`src/rtl/instruction_memory_loader.sv`:
```
// Byte-stream program loader: packs little-endian words into instruction memory, verifies an
// XOR checksum and keeps the core in reset until a verified image is in place.
module instruction_memory_loader #(
    parameter int unsigned INSTRUCTION_MEMORY_SIZE = 64,
    parameter int unsigned START_ADDRESS           = 0
) (
    input  logic        CLK,
    input  logic        RESET,
    input  logic        Start,
    input  logic [7:0]  InByte,
    input  logic        InValid,
    output logic        InReady,
    output logic        MemWriteEnable,
    output logic [31:0] MemAddress,
    output logic [31:0] MemWriteData,
    output logic        CoreReset,
    output logic        Busy,
    output logic        Done,
    output logic        Error
);

    typedef enum logic [2:0] {
        S_IDLE,
        S_HEADER,
        S_DATA,
        S_CHECK,
        S_DONE,
        S_ERROR
    } state_t;

    state_t      state;
    state_t      state_next;

    logic        header_hi;      // low count byte already taken
    logic [7:0]  count_lo;
    logic [15:0] word_count;
    logic [15:0] word_idx;
    logic [1:0]  byte_idx;
    logic [23:0] word_buf;
    logic [7:0]  checksum;

    logic        transfer;
    logic        start_ok;
    logic [15:0] header_count;
    logic        last_data_byte;

    assign transfer       = InValid & InReady;
    assign start_ok       = Start && (state == S_IDLE || state == S_DONE || state == S_ERROR);
    assign header_count   = {InByte, count_lo};
    assign last_data_byte = (byte_idx == 2'd3) && (word_idx == word_count - 16'd1);

    // NOTE: sequential state uses non-blocking assignments so every register samples
    // pre-edge values; blocking here would create order-dependent simulation races.
    always_ff @(posedge CLK) begin
        if (RESET) begin
            state <= S_IDLE;
        end else begin
            state <= state_next;
        end
    end

    // NOTE: every output of a combinational block gets a default first, otherwise an
    // unassigned path infers a latch.
    always_comb begin
        state_next = state;
        unique case (state)
            S_IDLE, S_DONE, S_ERROR: begin
                if (Start) begin
                    state_next = S_HEADER;
                end
            end
            S_HEADER: begin
                if (transfer && header_hi) begin
                    if (header_count == 16'd0) begin
                        state_next = S_CHECK;
                    end else if ({16'd0, header_count} > INSTRUCTION_MEMORY_SIZE) begin
                        state_next = S_ERROR;
                    end else begin
                        state_next = S_DATA;
                    end
                end
            end
            S_DATA: begin
                if (transfer && last_data_byte) begin
                    state_next = S_CHECK;
                end
            end
            S_CHECK: begin
                if (transfer) begin
                    state_next = (InByte == checksum) ? S_DONE : S_ERROR;
                end
            end
            default: state_next = S_IDLE;
        endcase
    end

    always_comb begin
        InReady   = 1'b0;
        Busy      = 1'b0;
        Done      = 1'b0;
        Error     = 1'b0;
        CoreReset = 1'b1;
        unique case (state)
            S_HEADER, S_DATA, S_CHECK: begin
                InReady = 1'b1;
                Busy    = 1'b1;
            end
            S_DONE: begin
                Done      = 1'b1;
                CoreReset = 1'b0;
            end
            S_ERROR: Error = 1'b1;
            default: ;
        endcase
    end

    always_ff @(posedge CLK) begin
        if (RESET) begin
            header_hi      <= 1'b0;
            count_lo       <= 8'd0;
            word_count     <= 16'd0;
            word_idx       <= 16'd0;
            byte_idx       <= 2'd0;
            word_buf       <= 24'd0;
            checksum       <= 8'd0;
            MemWriteEnable <= 1'b0;
            MemAddress     <= 32'(START_ADDRESS);
            MemWriteData   <= 32'd0;
        end else begin
            MemWriteEnable <= 1'b0;
            if (start_ok) begin
                header_hi  <= 1'b0;
                word_count <= 16'd0;
                word_idx   <= 16'd0;
                byte_idx   <= 2'd0;
                checksum   <= 8'd0;
            end else if (transfer && state == S_HEADER) begin
                if (!header_hi) begin
                    count_lo  <= InByte;
                    header_hi <= 1'b1;
                end else begin
                    word_count <= header_count;
                end
            end else if (transfer && state == S_DATA) begin
                checksum <= checksum ^ InByte;
                byte_idx <= byte_idx + 2'd1;
                unique case (byte_idx)
                    2'd0: word_buf[7:0]   <= InByte;
                    2'd1: word_buf[15:8]  <= InByte;
                    2'd2: word_buf[23:16] <= InByte;
                    2'd3: begin
                        MemWriteEnable <= 1'b1;
                        MemWriteData   <= {InByte, word_buf};
                        MemAddress     <= 32'(START_ADDRESS) + {14'd0, word_idx, 2'b00};
                        word_idx       <= word_idx + 16'd1;
                    end
                    default: ;
                endcase
            end
        end
    end

endmodule

```
`config.mk`:
```
export PLATFORM = sky130hd
export DESIGN_NAME = instruction_memory_loader
export DESIGN_NICKNAME = d
export VERILOG_FILES = /design/src/rtl/instruction_memory_loader.sv
export SDC_FILE = /design/constraint.sdc
export NUM_CORES = 1
export LEC_CHECK = 0
export ABC_AREA = 1
export BUFFER_PORTS_ARGS = -buffer_cell sky130_fd_sc_hd__clkbuf_2
export CORE_MARGIN = 2
export CORE_UTILIZATION = 40
export DETAILED_ROUTE_END_ITERATION = 10
export SETUP_SLACK_MARGIN = 0.3
export SYNTH_ARGS = -nofsm -noshare
export SYNTH_HDL_FRONTEND = slang
export SYNTH_SLANG_ARGS = --single-unit
```
`constraint.sdc`:
```
create_clock -name CLK -period 1.55 [get_ports CLK]
set_input_delay 0.155 -clock CLK [delete_from_list [all_inputs] [get_ports CLK]]
set_output_delay 0.155 -clock CLK [all_outputs]
set_load 0.03 [all_outputs]
```
== Yosys cells after proc, flatten, opt, wreduce, memory -nomap -nowiden ==
Cells that the tools add are included.

* Flip-flop bits (word level): 127
* Input bits: 12

* Reduce and logical (&&, ||, !) cells: 24
* Equality and inequality tests: 14
* Add/sub/neg operators: 3
* Bitwise gates (word level): 6
* $lt $le $gt $ge: 1
* Multiplexer cells: 13

{| class="wikitable"
|+ Operator list
! kind !! count
|-
| AND reduction 4 bit || 5
|-
| two-way mux 3 bit || 6
|-
| adder 16 x 1 -> 16 bit, second input constant || 1
|-
| equality test 16 bit || 1
|-
| greater-than comparator 16 x 7 -> 1 bit, second input constant || 1
|-
| zero test 16 bit || 1
|-
| subtractor 16 x 1 -> 16 bit, second input constant || 1
|-
| one-hot mux 3 bit (4 select lines) || 1
|-
| equality test 8 bit || 1
|-
| inequality test 2 bit, second input constant || 4
|-
| XOR 8 bit || 1
|-
| equality test 3 x 2 -> 1 bit, second input constant || 2
|-
| equality test 3 bit, second input constant || 2
|-
| logical AND 1 bit || 6
|-
| two-way mux 1 bit || 6
|-
| AND reduction 3 bit || 2
|-
| OR reduction 3 bit || 2
|-
| equality test 2 bit, second input constant || 2
|-
| NOT 1 bit || 4
|-
| AND reduction 2 bit || 2
|-
| OR reduction 4 bit || 1
|-
| equality test 3 x 1 -> 1 bit, second input constant || 1
|-
| zero test 3 bit || 1
|-
| adder 2 x 1 -> 2 bit, second input constant || 1
|-
| other kinds (5) || 6
|}

== Longest topological paths before layout ==
Gate-level depths: netlist of run 1.

* Depth in word-level cells: 7
* Gate-level depth with buffers: 16
* Gate-level depth less buffers: 16

== Worst setup path after synthesis of run 1 ==
Ideal clock, no wire load.

* Path type: register -> register
* From: reg word_count[0]
* To: reg state[0]
* Setup time: 113 ps
* Path buffers: 0
* Path slack: -158 ps
* Arrival time: 1595 ps
* Clock period less this slack: 1708 ps
* Cell stages (with the launch flop): 16
* Cell sequence: dfxtp_1 -> inv_1 -> ha_1 -> nand2_1 -> nor2_1 -> nand2_1 -> nand2_1 -> nand2_1 -> nor2_1 -> nand2_1 -> nor2_1 -> nand3_1 -> nand2_1 -> nand3_1 -> nor2_1 -> nor2_1

* Word-level cells in the longest chain between the ends: 6

{| class="wikitable"
|+ RTL lines
! element !! line !! source
|-
| from (decl) || 36 || <nowiki>logic [15:0] word_count;</nowiki>
|-
| from (signal assigned) || 142 || <nowiki>word_count <= header_count;</nowiki>
|-
| subtractor 16 x 1 -> 16 bit || 50 || <nowiki>assign last_data_byte = (byte_idx == 2'd3) && (word_idx == word_count - 16'd1);</nowiki>
|-
| equality test 16 bit || 50 ||
|-
| logical AND 1 bit || 50 ||
|-
| logical AND 1 bit || 84 || <nowiki>if (transfer && last_data_byte) begin</nowiki>
|-
| inequality test 2 bit (no line) || n/a ||
|-
| AND reduction 4 bit (no line) || n/a ||
|-
| to (signal assigned) || 58 || <nowiki>state <= state_next;</nowiki>
|-
| to (decl) || 31 || <nowiki>state_t state;</nowiki>
|}

Every way passes these cells.
A chain may end at the register's enable or synchronous reset.

== Worst setup path after layout of run 1 ==
* From: reg state[2]
* To: reg word_idx[14]

* Word-level cells in the longest chain between the ends: 7
* Elaborated cells on any way between the ends: 17
* Classes of those cells: eq/ne (5); mux (1); bitwise (2); reduce/logical (9)

{| class="wikitable"
|+ RTL lines
! element !! line !! source
|-
| equality test 3 x 1 -> 1 bit (tied with other cells) || 103, 137 ||
|-
| OR reduction 3 bit || 103 || <nowiki>unique case (state)</nowiki>
|-
| two-way mux 1 bit || 103 ||
|-
| AND 1 bit || 47 || <nowiki>assign transfer = InValid & InReady;</nowiki>
|-
| logical AND 1 bit || 137 || <nowiki>end else if (transfer && state == S_HEADER) begin</nowiki>
|-
| NOT 1 bit (no line) || n/a ||
|-
| AND reduction 3 bit (no line) || n/a ||
|-
| to (signal assigned) || 155 || <nowiki>word_idx <= word_idx + 16'd1;</nowiki>
|-
| to (decl) || 37 || <nowiki>logic [15:0] word_idx;</nowiki>
|}

Parallel ways exist; a longest one is shown, timed or not.

==> impl_metrics.yaml, run 1 <==
worst_setup_path:
  max_stage_delay_ns: 0.36
  crit_path_start_kind: "flip-flop"
  end_kind: "flip-flop"
  crit_path_frequent_cell: "nand4_1"
  cp_max_fo: 5
  cpMaxStageDelayCell: "dfxtp_2"
  crit_chain: "inv_2 > nand2_2 > nor2_4 > nand2_4 > nor2_8 > buf_4 > buf_6 > nand4_1 > inv_1 > nand4_1 > xor2_1 > nor2_1"
  arrival_ns: 2.08
  cp.required_ns: 1.85
  path_class: "reg2reg"
routing:
  vias: 5570
  drt_iter0_markers: 289
  top_layer_used: "met4"
  routed-wl-met3_um: 683
  routed_via_density: 4.83
  first_pass_iters: 4
  drcViolationCount: 0
  drtAntennaViolNets: 0
  wirelength_mm: 16.6
  wl_met2_mm: 7.94
  wl_per_cell_um: 14.4
  drt-met1-wl_mm: 7.81
clock_tree:
  cts.path.max_buffers: 2
  cts-root-buf: "clkbuf_16"
  cts.sinks: 127
  cts_buffers: 17
  clk-insertion-delay-late_ns: 0.42
  cts_tree: "done"
  path_clk_slew_ns: 0.06
  cts_hold_buf: 0
  h-tree-depth: 4
logic_synthesis:
  netlist_instances: 785
  synth_seq_area_share_pct: 44.8
  yosys_warnings: 0
  avgSynthCellArea_um2: 7.23
  synth_common_cells: "136 x nor2_1, 127 x dfxtp_1, 122 x nand2_1"
  synth_ff_type: "dfxtp_1"
  yosysMostFrequentCell: "nor2_1"
  synth_top_area_share_pct: 44.8
  async_flop_share_pct: 0
  synth_area_leaders: "dfxtp_1 45%, nor2_1 9.0%, nand2_1 8.1%, o21ai_0 7.4%, a21oi_1 7.0%"
  synth_edf_count: 0
  ys_types: 30
  ys_seq_elements: 127
  syn_area_um2: 5670
  synth_top_area_cell: "dfxtp_1"
global_routing:
  grt_first_pass_wirelength_mm: 25.8
  antenna_found_initial: 0
  grt_start_max_net_pins: 47
  grtUsageTotal_pct: 22.1
  overflow: 0
  grt_pass1_vias: 5056
place:
  place.gp.congestion: 0.894
  post-place-ws_ns: -0.222
  dp.cells: 1090
  port_buffers: 65
  dpl.hpwl_mm: 10.5
finish:
  syn_to_final_growth_pct: 46.4
  antenna_cells: 0
  fill_cells: 1261
  fin_nets: 978
  final_cells: 1153
  drive_above_1_share_pct: 34.8
sta:
  period_minus_slack_ns: 1.77
  finalWorstSetupSlack_ns: -0.224
  finalHoldViolations: 0
  rsz0062_at_grt: "yes"
  finalCritPeriodShare_pct: 114
  whs_ns: 0.0964
  maxSlewViolCount: 0
  max_freq_mhz: 564
  fin_skew_ns: 0.0104
  setup_viol: 70
pwr:
  ir_drop_uv: 689
  power_density_nw_per_um2: 1190
  power.share.switching_pct: 31.2
  leakagePower_nw: 3.86
  sequentialPowerShare_pct: 35.8
  p_clk_share_pct: 38.7
  p_int_mw: 6.77
  p_comb_share_pct: 25.5
  p_switching_mw: 3.07
flow_run:
  maxCapViolCount: 0
min_path:
  hp-class: "in2reg"
floorplanning:
  core_region_area_um2: 13900
  dieArea_um2: 15200
  io_pins: 82
  rows: 43
  die_w_um: 123
  die_h_um: 123
  initial_core_util_pct: 40.9
outcome:
  status: "complete, but fails checks"
  violations: "setup timing"
power by group through the flow:
| stage | Sequential, mW | Clock (mW) | Combinational (mW) |
|---|---|---|---|
| global route | 3.55 | 3.99 | 2.73 |
| detailed placement | 3.57 | 0 | 1.84 |
| floorplan | 3.57 | 0 | 1.21 |
| global placement | 3.57 | 0 | 1.84 |
| finish | 3.53 | 3.81 | 2.51 |
| CTS | 3.52 | 3.84 | 2.24 |
per-stage QoR:
stage | TNS, ns | utilization, % | area (um^2) | total power, mW
6_report | -9.91 | 59.8 | 8310 | 9.85
5_1_grt | -18.68 | 59.8 | 8310 | 10.3
4_1_cts | -2.33 | 57.1 | 7920 | 9.61
3_5_place_dp | -3.14 | 49.8 | 6910 | 5.41
3_3_place_gp | -2.70 | 49.8 | 6910 | 5.41
2_1_floorplan | -0.431 | - | 5850 | 4.78
layout by cell type (no fill, tap or decap), drive strengths merged:
| cell | count |
|---|---|
| nor2 | 142 |
| buf | 134 |
| dfxtp | 127 |
| nand2 | 125 |
| o21ai | 85 |
| clkbuf | 82 |
| a21oi | 79 |
| inv | 71 |
| nand3 | 46 |
| xor2 | 17 |
| conb | 16 |
| nor3 | 11 |
| xnor2 | 8 |
| ha | 6 |
| nand4 | 5 |
| clkinv | 5 |
| clkinvlp | 4 |
| nand3b | 4 |
| nor4 | 3 |
| a211oi | 1 |
| bufinv | 1 |
| bufbuf | 1 |
state kept, by name, summed over array words and instances, names as in the netlist:
name / cells
MemWriteData: 32
word_idx: 16
byte_idx: 2
MemWriteEnable: 1
count_lo: 8
header_hi: 1
state: 3
checksum: 8
word_count: 16
word_buf: 24
MemAddress: 16
cell families after synthesis:
logic type	synth area share, %
buffers and inverters	9.59
AOI/OAI and AO/OA	14.6
DFF	44.8
other	0.0661
adders and majority gates	1.32
and+or+nand+nor	25.7
xor gates and xnor gates	3.86
worst max-delay path, delay by kind of cell (launching register included):
kind	cells	cell delay [ns]
flops	1	0.36
xor+xnor	1	0.17
simple gates	7	0.72
buf+inv	4	0.41
layer usage:
metal  track usage [%]  vias up
met1              30.8     2580
li1                  -     2850
met5                 0        -
met4              7.24        0
met2              34.1      126
met3              4.89       14
final cells by class:
class / instances / area [um^2] / area share [%]
repair buffers: 199 / 1710 / 20.6
clock inverters: 14 / 135 / 1.63
flip-flops and latches: 127 / 2560 / 30.8
inverters: 67 / 274 / 3.30
multi-input cells: 548 / 2970 / 35.8
well taps: 180 / 225 / 2.71
clock buffers: 18 / 429 / 5.17
repair_timing:
action	in CTS	in global routing
endpoints found under the setup margin	129	132
gates cloned	5	4
setup buffers	11	11
pin swaps	20	27
resized for setup	81	72
endpoints found under the hold margin	0	0
worst paths after layout:
kind                            slack (ns)  cells past startpoint                     start                          to
worst min-delay path                   0.1                      4                 InByte[5]    checksum[5]$_SDFFE_PP0P_
worst max-delay path                 -0.22                     12     state[2]$_SDFFE_PP0P_   word_idx[14]$_SDFFE_PP0P_
worst max register to register       -0.22                     12     state[2]$_SDFFE_PP0P_   word_idx[14]$_SDFFE_PP0P_
worst min register to register        0.45                      2  count_lo[4]$_SDFFE_PP0P_  word_count[4]$_SDFFE_PP0P_
(Power assumes the default switching activity.)
==> run 2: changes to the inputs <==
--- a/config.mk
+++ b/config.mk
@@ -7,9 +7,11 @@
 export LEC_CHECK = 0
 export ABC_AREA = 1
 export BUFFER_PORTS_ARGS = -buffer_cell sky130_fd_sc_hd__clkbuf_2
+export CORE_ASPECT_RATIO = 1.1
 export CORE_MARGIN = 2
 export CORE_UTILIZATION = 40
 export DETAILED_ROUTE_END_ITERATION = 10
+export PLACE_DENSITY_LB_ADDON = 0.3
 export SETUP_SLACK_MARGIN = 0.3
 export SYNTH_ARGS = -nofsm -noshare
 export SYNTH_HDL_FRONTEND = slang
==> impl_metrics.yaml, run 2 (synthesis gave the netlist of run 1 again) <==
outcome:
  status: "complete, but fails checks"
  violations: "setup timing"
sta:
  setup_tns_ns: -9.14
  maxSlewViolCount: 0
  finalCritPeriodShare_pct: 123
  rsz0062_at_grt: "yes"
  finalWorstSetupSlack_ns: -0.352
  finalHoldViolations: 0
  whs_ns: 0.0950
  period_minus_slack_ns: 1.90
  max_freq_mhz: 526
  setup_viol: 74
  fin_skew_ns: 0.0114
routing:
  vias: 5659
  wirelength_mm: 16.9
  wl_per_cell_um: 14.7
  first_pass_iters: 5
  drcViolationCount: 0
  drtAntennaViolNets: 0
  drt_iter0_markers: 294
  routed_via_density: 4.91
place:
  dpl.hpwl_mm: 10.7
  place.gp.congestion: 0.866
  post-place-ws_ns: -0.256
  port_buffers: 65
global_routing:
  grt_start_max_net_pins: 35
  grtUsageTotal_pct: 22.3
  grt_pass1_vias: 5504
  grt_first_pass_wirelength_mm: 27.1
  overflow: 0
  antenna_found_initial: 0
worst_setup_path:
  critical_path.endpoint: "state[0]$_SDFFE_PP0P_"
  crit_path_start_kind: "flip-flop"
  r2r-start: "word_count[2]$_SDFFE_PP0P_"
  r2r_slack_ns: -0.35
  cp.required_ns: 1.85
  path_class: "reg2reg"
  timing.rr.end: "state[0]$_SDFFE_PP0P_"
  cp-startpoint: "word_count[2]$_SDFFE_PP0P_"
  arrival_ns: 2.20
  end_kind: "flip-flop"
  r2r_cells: 13
  cp_max_fo: 4
clock_tree:
  path_clk_slew_ns: 0.06
  cts-root-buf: "clkbuf_16"
  cts_tree: "done"
  cts.path.max_buffers: 2
  clk-insertion-delay-late_ns: 0.42
  h-tree-depth: 4
  cts_hold_buf: 0
  cts_buffers: 17
  cts.sinks: 127
finish:
  regMostFlops: "MemWriteData"
  largest_reg_flops: 32
  reg_top3: "MemWriteData x32, word_buf x24"
  syn_to_final_growth_pct: 44.7
  fin_nets: 970
  final_common_cell: "dfxtp_1"
  drive_above_1_share_pct: 34.3
  antenna_cells: 0
  final_util_pct: 59.3
  layout_common_cells: "119 x dfxtp_1, 112 x nand2_1, 111 x nor2_1"
floorplanning:
  initial_core_util_pct: 41.0
  core_region_area_um2: 13900
  rows: 45
  dieArea_um2: 15200
  die_h_um: 129
  die_w_um: 118
  io_pins: 82
flow_run:
  maxCapViolCount: 0
pwr:
  power_density_nw_per_um2: 1190
  leakagePower_nw: 3.81
  ir_drop_uv: 700
min_path:
  hp-class: "in2reg"
-- run 2: report_power, final --
| group | leakage, nW | internal [mW] | switching (mW) | total [mW] |
|---|---|---|---|---|
| Combinational | 2.52 | 0.978 | 1.39 | 2.37 |
| Sequential | 1.03 | 3.42 | 0.118 | 3.54 |
| Clock | 0.270 | 2.23 | 1.60 | 3.84 |
-- run 2: through the flow --
stage               total power, mW  area (um^2)  std cells
finish                         9.74         8210       1153
detailed placement             5.42         6850       1094
floorplan                      4.78         5850        800
global placement               5.42         6850       1094
global route                   10.1         8210       1153
CTS                            9.54         7970       1145
-- run 2: metal layers --
metal	part of all wire, %	global-route usage, %
met5	0	0
met3	4.2	4.83
met2	50	38.4
met1	44	27.9
met4	2.5	8.01
-- run 2: worst min-delay path by stage --
stage / startpoint / endpoint / slack, ns / cells after the start
after detailed placement: word_buf[18]$_SDFFE_PP0P_ / word_buf[18]$_SDFFE_PP0P_ / 0.45 / 2
final: InByte[6] / count_lo[6]$_SDFFE_PP0P_ / 0.1 / 3
after CTS: InByte[2] / count_lo[2]$_SDFFE_PP0P_ / 0.09 / 3
after global placement: word_buf[12]$_SDFFE_PP0P_ / word_buf[12]$_SDFFE_PP0P_ / 0.45 / 2
after global routing: InByte[6] / count_lo[6]$_SDFFE_PP0P_ / 0.1 / 3
after floorplan: word_buf[0]$_SDFFE_PP0P_ / word_buf[0]$_SDFFE_PP0P_ / 0.44 / 2
-- run 2: repair_timing --
item                       in CTS  in global routing
cloned                          7                  0
pin swaps                      28                 21
gates resized for setup       109                 57
setup endpoints to repair     131                132
setup buffers                  12                  8
-- run 2: final cells by class --
class	count	area [um^2]
fill	1227	5640
multi-input combinational	548	3040
sequential	127	2560
timing repair buffer	189	1520
clock buffer	18	429
inverter	67	277
tap	188	235
clock inverter	14	135
timing repair inverter	2	20.0
-- run 2: worst max-delay path, stage by stage (launching register included) --
cell     delay [ns]
dfxtp_1        0.45
buf_4          0.16
inv_1          0.03
nand2_1        0.04
nand2_1        0.06
xor2_1         0.16
nor2_2         0.14
nand3_1        0.10
nor2_2         0.10
nand3_2        0.12
nand2_4        0.11
nand3_2        0.07
nor2_1         0.16
nor2_1         0.08
